===== src/rtl/xor_stream_cipher.sv =====
// Streaming XOR cipher: valid/ready data path ciphered against either a static
// key or a Galois-LFSR keystream that steps once per accepted beat.
module xor_stream_cipher #(
   parameter int                DATA_W = 8,
   parameter logic [DATA_W-1:0] TAPS   = 8'hB8,
   parameter int                CNT_W  = 16
) (
   input  logic              clk,
   input  logic              rst,
   input  logic              key_load,
   input  logic [DATA_W-1:0] key_in,
   input  logic              mode,
   input  logic              in_valid,
   input  logic [DATA_W-1:0] in_data,
   output logic              in_ready,
   output logic              out_valid,
   output logic [DATA_W-1:0] out_data,
   input  logic              out_ready,
   output logic [CNT_W-1:0]  beat_count
);

   logic [DATA_W-1:0] static_key;
   logic [DATA_W-1:0] lfsr_state;
   logic [DATA_W-1:0] lfsr_next;
   logic [DATA_W-1:0] key_sel;
   logic              accept;

   assign in_ready  = !out_valid || out_ready;
   assign accept    = in_valid && in_ready;
   assign key_sel   = mode ? lfsr_state : static_key;
   assign lfsr_next = (lfsr_state >> 1) ^ (lfsr_state[0] ? TAPS : '0);

   // Output stage: a single result register that holds under backpressure
   // and keeps its data after draining.
   always_ff @(posedge clk) begin
      if (rst) begin
         out_valid <= 1'b0;
         out_data  <= '0;
      end else if (accept) begin
         out_valid <= 1'b1;
         out_data  <= in_data ^ key_sel;
      end else if (out_ready) begin
         out_valid <= 1'b0;
      end
   end

   // Key state and beat counter; a key load takes priority over the LFSR step
   // and the count, while the coinciding beat still used the old key above.
   always_ff @(posedge clk) begin
      if (rst) begin
         static_key <= '0;
         lfsr_state <= DATA_W'(1);
         beat_count <= '0;
      end else if (key_load) begin
         static_key <= key_in;
         lfsr_state <= (key_in == '0) ? DATA_W'(1) : key_in;
         beat_count <= '0;
      end else if (accept) begin
         if (mode)
            lfsr_state <= lfsr_next;
         beat_count <= beat_count + CNT_W'(1);
      end
   end

endmodule

===== config.mk =====
export PLATFORM = sky130hd
export DESIGN_NAME = xor_stream_cipher
export DESIGN_NICKNAME = d
export VERILOG_FILES = /design/src/rtl/xor_stream_cipher.sv
export SDC_FILE = /design/constraint.sdc
export NUM_CORES = 1
export LEC_CHECK = 0
export BUFFER_PORTS_ARGS = -buffer_cell sky130_fd_sc_hd__buf_2
export CAP_MARGIN = 20
export CORE_MARGIN = 2
export CORE_UTILIZATION = 47
export DETAILED_ROUTE_END_ITERATION = 10
export GPL_ROUTABILITY_DRIVEN = 0
export PLACE_DENSITY = 0.75
export REMOVE_ABC_BUFFERS = 1
export SYNTH_ARGS = -nofsm -noshare
export SYNTH_HDL_FRONTEND = slang
export SYNTH_SLANG_ARGS = --single-unit

===== constraint.sdc =====
create_clock -name clk -period 1.6 [get_ports clk]
set_input_delay 0.16 -clock clk [delete_from_list [all_inputs] [get_ports clk]]
set_output_delay 0.16 -clock clk [all_outputs]
set_load 0.01 [all_outputs]

After elaboration in Yosys (flattened, before gate mapping) --
Index checks and enable logic that the tools add are counted. Widths: inputs -> output; s select.
Word-level totals: memories 0, bits in latches 0, bits in read-only memories 0, RAM bits 0, input bits 22, flip-flop bits (word level) 41, output and inout port bits 26
Cells by class: reduce and logical (&&, ||, !) cells 9, multiply operators 0, bitwise gates (word level) 2, $add $sub $neg 1, mux-type cells 8, divide/modulo/power cells 0, shifts and indexed selects 0, equal/unequal tests 0, order comparisons 0
Operator list (number):
- $mux 8 | 6
- $add 16x1->16 const B | 1
- $logic_not 8->1 | 1
- $xor 7x8->8 | 1
- $xor 8x8->8 | 1
- $reduce_bool 2->1 | 3
- $mux 1 | 2
- $reduce_and 2->1 | 1
- $reduce_or 2->1 | 1
- $logic_and 1x1->1 | 1
- $logic_not 1->1 | 1
- $logic_or 1x1->1 | 1

Depth between registers and ports, before layout --
Gate-level depths: netlist of run 1.
depth in word-level cells 5, gate-level depth with buffers 6, depth with buffers taken out 5

Worst setup path after synthesis of run 1 --
No wires, ideal clock.
path kind register to register, start point register beat_count[0], end point register beat_count[12], stages on the path, launching flop included 6, setup slack -78 ps, setup time 71 ps, arrival time 1608 ps, required time 1529 ps, clock period less this slack 1678 ps, path through dfxtp_1 > ha_1 > and3_1 > nand3_1 > or4_1 > a21oi_1
Between the ends: word-level cells in the longest chain between the ends 1
RTL lines:
- start: declaration | RTL line 19 | output logic [CNT_W-1:0] beat_count
- start signal: assignment | RTL line 61 | beat_count <= beat_count + CNT_W'(1);
- $add 16x1->16 | RTL line 61
No other way between the ends. A chain may end at the register's enable or synchronous reset.

Final worst setup path of run 1 --
start point register beat_count[1], end point register beat_count[6]
The elaborated chain is that of the path after synthesis.

==> results of run 1 <==
## cell usage after synthesis (2+ instances only)
cell type	n	area, um^2
mux2i_1	20	200
buf_2	4	20.0
nor2_1	15	56.3
a211oi_1	4	30.0
o31ai_1	4	30.0
or3_1	3	18.8
nand4_1	5	31.3
and3_1	4	25.0
nand2_1	29	109
inv_1	2	7.51
or4_1	5	37.5
o22ai_1	3	18.8
xnor2_1	10	87.6
or3_2	2	15.0
a21oi_1	23	115
nand3_1	5	25.0
xor2_1	7	61.3
clkbuf_1	8	30.0
dfxtp_1	41	821
o21ai_0	5	25.0
## metal layers
layer	part of all wire, %	routed length [um]	vias to the layer above
met5	0	0	-
li1	-	-	858
met1	45	1860	757
met4	1.2	50	0
met3	6.4	268	7
met2	48	1990	44
## state kept, by name, summed over array words and instances, names as in the netlist
signal,flops
lfsr_state,8
out_data,8
beat_count,16
out_valid,1
static_key,8
## through the flow
stage	std cells	power, mW
after floorplan	198	1.26
after global placement	308	1.38
after detailed placement	308	1.38
after CTS	316	2.36
after global routing	317	2.44
final	317	2.34
## worst paths after layout
kind,to,cells past startpoint
worst min-delay path,static_key[0],3
worst max register to register,beat_count[6],6
worst max-delay path,beat_count[6],6
worst min register to register,out_data[2],2
## worst min-delay path: stages
cell	delay, ns
buf_2	0.09
mux2i_1	0.06
nor2_1	0.07
## placed cells by master (no fill, tap or decap), types with 5 or more instances in the layout
master | Yosys | layout
nand2_1 | 29 | 29
a21oi_1 | 23 | 23
dfxtp_1 | 41 | 38
or4_1 | 5 | 5
xnor2_1 | 10 | 10
buf_2 | 4 | 47
xor2_1 | 7 | 7
o21ai_0 | 5 | 5
buf_4 | 0 | 16
clkbuf_8 | 0 | 5
nand4_1 | 5 | 5
mux2i_1 | 20 | 20
nor2_1 | 15 | 15
## area by class of cell
cell class              count  area (um^2)  share of cell area [%]
clock inverters             3         65.1                    2.74
flip-flops and latches     41          825                    34.8
well taps                  48         60.1                    2.53
inverters                   2         7.51                   0.317
repair buffers             63          355                    15.0
clock buffers               5         68.8                    2.90
multi-input cells         155          990                    41.7
## cell families (layout without fill, tap and decap cells)
family	Yosys count	count (layout)	share of synthesized area (%)
DFF	41	41	44.0
AOI/OAI and AO/OA	39	39	11.7
muxes	20	20	10.7
xor gates and xnor gates	17	17	7.98
adders and majority gates	1	1	0.670
and+or+nand+nor	78	78	21.0
buffers and inverters	16	73	3.95
## power by group through the flow
stage / combinational [mW] / sequential (mW) / clock, mW
4_1_cts: 0.263 / 1.10 / 1.00
6_report: 0.262 / 1.10 / 0.975
5_1_grt: 0.293 / 1.10 / 1.04
2_1_floorplan: 0.138 / 1.13 / 0
3_3_place_gp: 0.256 / 1.12 / 0
3_5_place_dp: 0.261 / 1.12 / 0
## timing repair
action,in CTS,in global routing
resized for setup,2,5
setup buffers,0,1
pin swaps,0,2
hold buffers,0,0
setup endpoints to repair,3,8
==> results.yml, run 1 <==
global_routing:
  grt_pass1_vias: 1568
  grt_first_pass_wirelength_mm: 6.88
  grt_overflow: 0
  grt_util_met1_pct: 23.3
  grt.busiest_layer: "met2"
  grt_use_total_pct: 20.5
  grt_max_degree: 20
  antenna_found_initial: 0
  grt_use_met3_pct: 7.77
  global_route.usage.met2_pct: 34.7
finish:
  area_growth_syn_to_layout_pct: 27.0
  fillers: 331
  finish.utilization_pct: 63.3
  fin_nets: 291
  stdcell_area_um2: 2370
  n_antenna_cell: 0
  drive_gt1_share_pct: 30.5
worst_setup_path:
  critPathRequiredTime_ns: 1.83
  crit_type: "register to register"
  cp-start-kind: "register"
  crit_arrival_ns: 1.77
  rrSetupSlack_ns: 0.05
  end_kind: "register"
  r2r-start: "beat_count[1]"
  crit_slowest_cell: "dfxtp_2"
  critical_path_buf_inv_count: 1
  path_cells: "ha_1 > and3_1 > nand3_2 > buf_4 > or3_1 > a21oi_1"
  setup.worst_path.start: "beat_count[1]"
  worstPathMaxFanout: 5
  cpPeakStageDelay_ns: 0.36
  cpLargestDelayFamily: "simple AND/OR/NAND/NOR gates"
floorplanning:
  die_x_um: 67.0
  rows: 22
  io_pins: 48
  core_area_um2: 3740
  die_y_um: 67.0
  initial_core_util_pct: 49.9
  dieArea_um2: 4490
timing:
  rsz0062_at_grt: "false"
  fmax_ghz: 0.647
  layout_setup_ws_ns: 0.0548
  finalClockSkew_ns: 0.00571
  slew_headroom_pct: 75.3
  drv_slew: 0
  finalSetupViolCount: 0
  tightest_slew_ns: 0.371
  finalHoldViolCount: 0
  min_period_over_period_pct: 96.6
  tns_ns: 0
  hold_slack_ns: 0.123
  period_needed_ns: 1.55
worst_hold_path:
  hp-start: "key_in[0]"
  hp-class: "input pin to register"
placed_design:
  pre_cts_ws_ns: -0.0356
  dp_hpwl_mm: 3.13
  placedInstanceArea_um2: 2210
  port_buffers: 47
pwr:
  p_leak_nw: 1.02
  sequentialPowerShare_pct: 47.1
  comb_power_share_pct: 11.2
  clkPwrFrac_pct: 41.7
  max-vdd-ir-drop_mv: 0.768
  swShare_pct: 22.6
  power_switching_mw: 0.528
  pwr_density_cell_nw_per_um2: 986
  p_int_mw: 1.81
clock_network:
  cts.path.max_buffers: 2
  cts_buffers: 5
  htreeDepth: 2
  clk_pin_slew_ns: 0.08
  clock_sinks: 41
  clk_latency_ns: 0.29
  cts_tree: "built"
  cts-root-buf: "clkbuf_8"
yosys:
  ys_warn_count: 0
  synth_edf_count: 0
  synth.avg_cell_area_um2: 8.81
  synth.distinct_cells: 33
  synth_seq_cells: 41
  ys.flop_type: "dfxtp_1"
  syn-cell-area_um2: 1870
  syn_inst: 212
  ys_seq_area_share_pct: 44.0
  async_flop_share_pct: 0
routing:
  wire_per_inst_um: 13.2
  vias: 1666
  finalWirelength_mm: 4.17
  ant_nets: 0
  drc: 0
  drtPass1Iterations: 4
  drt-vias-per-instance: 5.26
  drt-initial-drc-count: 70
status:
  status: "complete, no violations"
flow_run:
  drv_cap: 0
No activity file was read; power rests on OpenSTA's default activity.
==> run 2, diff against run 1 <==
--- a/config.mk
+++ b/config.mk
@@ -5,10 +5,11 @@
 export SDC_FILE = /design/constraint.sdc
 export NUM_CORES = 1
 export LEC_CHECK = 0
+export ABC_AREA = 1
 export BUFFER_PORTS_ARGS = -buffer_cell sky130_fd_sc_hd__buf_2
 export CAP_MARGIN = 20
 export CORE_MARGIN = 2
-export CORE_UTILIZATION = 47
+export CORE_UTILIZATION = 48
 export DETAILED_ROUTE_END_ITERATION = 10
 export GPL_ROUTABILITY_DRIVEN = 0
 export PLACE_DENSITY = 0.75
==> run 2 against run 1 <==
  * Area after synthesis up 12%
  * Synthesized cell count increased by 42%
  * Combinational power is 11% higher
  * Critical path depth is the same
==> results.yml, run 2 <==
floorplanning:
  core_area_um2: 4260
  io_pins: 48
  die_x_um: 70
  die_y_um: 70
  initial_core_util_pct: 49.0
  rows: 24
  dieArea_um2: 4900
clock_network:
  hold_buffers: 0
  clk_latency_ns: 0.29
  cts_buffers: 5
  clk_pin_slew_ns: 0.08
  cts-resized-gates: 0
  cts_tree: "built"
  postCtsSetupBuffers: 0
  clock_sinks: 41
  htreeDepth: 2
  cts.path.max_buffers: 2
  cts-root-buf: "clkbuf_8"
yosys:
  async_flop_share_pct: 0
  ys.flop_type: "dfxtp_1"
  synth.avg_cell_area_um2: 6.92
  synth_area_leaders: "dfxtp_1, nand2_1, nor2_1"
  synth_edf_count: 0
  ys_warn_count: 0
  syn_inst: 302
  synth.distinct_cells: 30
  synth.cells.most_frequent: "nand2_1, nor2_1, dfxtp_1"
  synth_seq_cells: 41
  yosysTopAreaCell: "dfxtp_1"
  synth_top_area_share_pct: 39.3
  ys_seq_area_share_pct: 39.3
  syn-cell-area_um2: 2090
  yosysMostFrequentCell: "nand2_1"
timing:
  min_period_over_period_pct: 83.1
  finalSetupViolCount: 0
  finalClockSkew_ns: 0.00585
  slew_headroom_pct: 74.3
  rsz0062_at_grt: "false"
  period_needed_ns: 1.33
  finalHoldViolCount: 0
  fmax_ghz: 0.752
  drv_slew: 0
  tns_ns: 0
  layout_setup_ws_ns: 0.271
  tightest_slew_ns: 0.385
  hold_slack_ns: 0.144
placed_design:
  dp_hpwl_mm: 3.32
  port_buffers: 47
  pre_cts_ws_ns: 0.270
  placedInstanceArea_um2: 2330
finish:
  final_common_cell: "nand2_1"
  fin_nets: 371
  finish.utilization_pct: 57.0
  largest_register: "beat_count"
  largest_reg_flops: 16
  drive_gt1_share_pct: 20.9
  area_growth_syn_to_layout_pct: 16.3
  final_cell_mix: "nand2_1, nor2_1, buf_2"
  n_antenna_cell: 0
  stdcell_area_um2: 2430
worst_setup_path:
  r2r.worst_path.cells: 6
  endpoint: "beat_count[8]"
  r2r_end: "beat_count[8]"
  setup.worst_path.start: "beat_count[1]"
  end_kind: "register"
  cp_num_cells: 6
  path_cells: "ha_1 > nand3_1 > nor2_4 > nand2_1 > o21ai_0 > a21oi_1"
  crit_slowest_cell: "dfxtp_1"
  rrSetupSlack_ns: 0.27
  critPathRequiredTime_ns: 1.79
  crit_arrival_ns: 1.52
  crit_type: "register to register"
  critical_path_buf_inv_count: 0
  cpPeakStageDelay_ns: 0.41
  cp-start-kind: "register"
  r2r-start: "beat_count[1]"
  worstPathMaxFanout: 7
  cpLargestDelayFamily: "simple AND/OR/NAND/NOR gates"
global_routing:
  grt_first_pass_wirelength_mm: 7.56
  grt_use_total_pct: 19.2
  antenna_found_initial: 0
  grt_overflow: 0
  grt_max_degree: 22
  grt_pass1_vias: 1751
pwr:
  clkPwrFrac_pct: 35.1
  p_int_mw: 1.57
  comb_power_share_pct: 13.5
  max-vdd-ir-drop_mv: 0.683
  pwr_density_cell_nw_per_um2: 881
  p_leak_nw: 1.16
  sequentialPowerShare_pct: 51.3
  power_switching_mw: 0.567
  swShare_pct: 26.5
routing:
  wire_per_inst_um: 11.2
  drt-initial-drc-count: 63
  drc: 0
  drt-vias-per-instance: 4.88
  vias: 1956
  ant_nets: 0
  finalWirelength_mm: 4.50
  drtPass1Iterations: 4
status:
  status: "complete, no violations"
worst_hold_path:
  hp-class: "input pin to register"
flow_run:
  drv_cap: 0
run 2: changes by cell type in the layout (fill, tap and decap cells not counted), moves of 5 or more:
cell     change
buf_4       -14
xor2_1       -5
o21ai_0     +15
a21oi_1      -5
mux2i_1     -20
o21ai_1     +11
inv_1       +35
nor2_1      +36
or4_1        -5
nand2_1     +39
run 2: power by group through the flow:
stage	Combinational [mW]	Sequential (mW)	Clock [mW]
after floorplan	0.170	1.13	0
after global placement	0.287	1.12	0
after detailed placement	0.291	1.12	0
after CTS	0.292	1.10	0.765
after global routing	0.329	1.11	0.802
final	0.290	1.10	0.752
run 2: worst min-delay path by stage:
stage	endpoint	startpoint	slack [ns]	depth (start not counted)
after floorplan	lfsr_state[2]	rst	0.23	1
after global placement	static_key[7]	static_key[7]	0.43	2
after detailed placement	static_key[2]	static_key[2]	0.45	2
after CTS	lfsr_state[7]	key_in[7]	0.14	3
after global routing	lfsr_state[1]	key_in[1]	0.16	3
final	lfsr_state[1]	key_in[1]	0.14	3
run 2: layer usage:
| metal | track usage (%) | routed length (um) | vias to the layer above |
|---|---|---|---|
| met2 | 30.8 | 2020 | 39 |
| met5 | 0 | 0 | - |
| met1 | 24.6 | 2160 | 873 |
| met3 | 5.19 | 258 | 6 |
| met4 | 7.48 | 62 | 0 |
| li1 | - | - | 1038 |
run 2: logic make-up (layout without fill, tap and decap cells):
group | after synthesis | count (layout) | synth area share (%)
buffers and inverters | 50 | 97 | 10.8
xor gates and xnor gates | 9 | 9 | 3.77
AOI/OAI and AO/OA | 52 | 52 | 12.9
adders and majority gates | 1 | 1 | 0.598
DFF | 41 | 41 | 39.3
and+or+nand+nor | 149 | 149 | 32.7
run 2: cell type report:
cell class / instances / area, um^2
multi-input combinational: 211 / 1040
clock buffer: 7 / 96.3
sequential: 41 / 821
inverter: 40 / 150
tap: 52 / 65.1
clock inverter: 1 / 5.00
fill: 442 / 1830
timing repair buffer: 49 / 250
run 2: worst register-to-register path, cell delays in order (launching register included):
cell     delay (ns)
dfxtp_1        0.41
ha_1           0.19
nand3_1        0.14
nor2_4         0.22
nand2_1        0.09
o21ai_0        0.14
a21oi_1        0.05
run 2: stage by stage:
step / total power [mW] / cells
2_1_floorplan: 1.30 / 292
3_3_place_gp: 1.41 / 393
3_5_place_dp: 1.41 / 393
4_1_cts: 2.16 / 401
5_1_grt: 2.24 / 401
6_report: 2.14 / 401
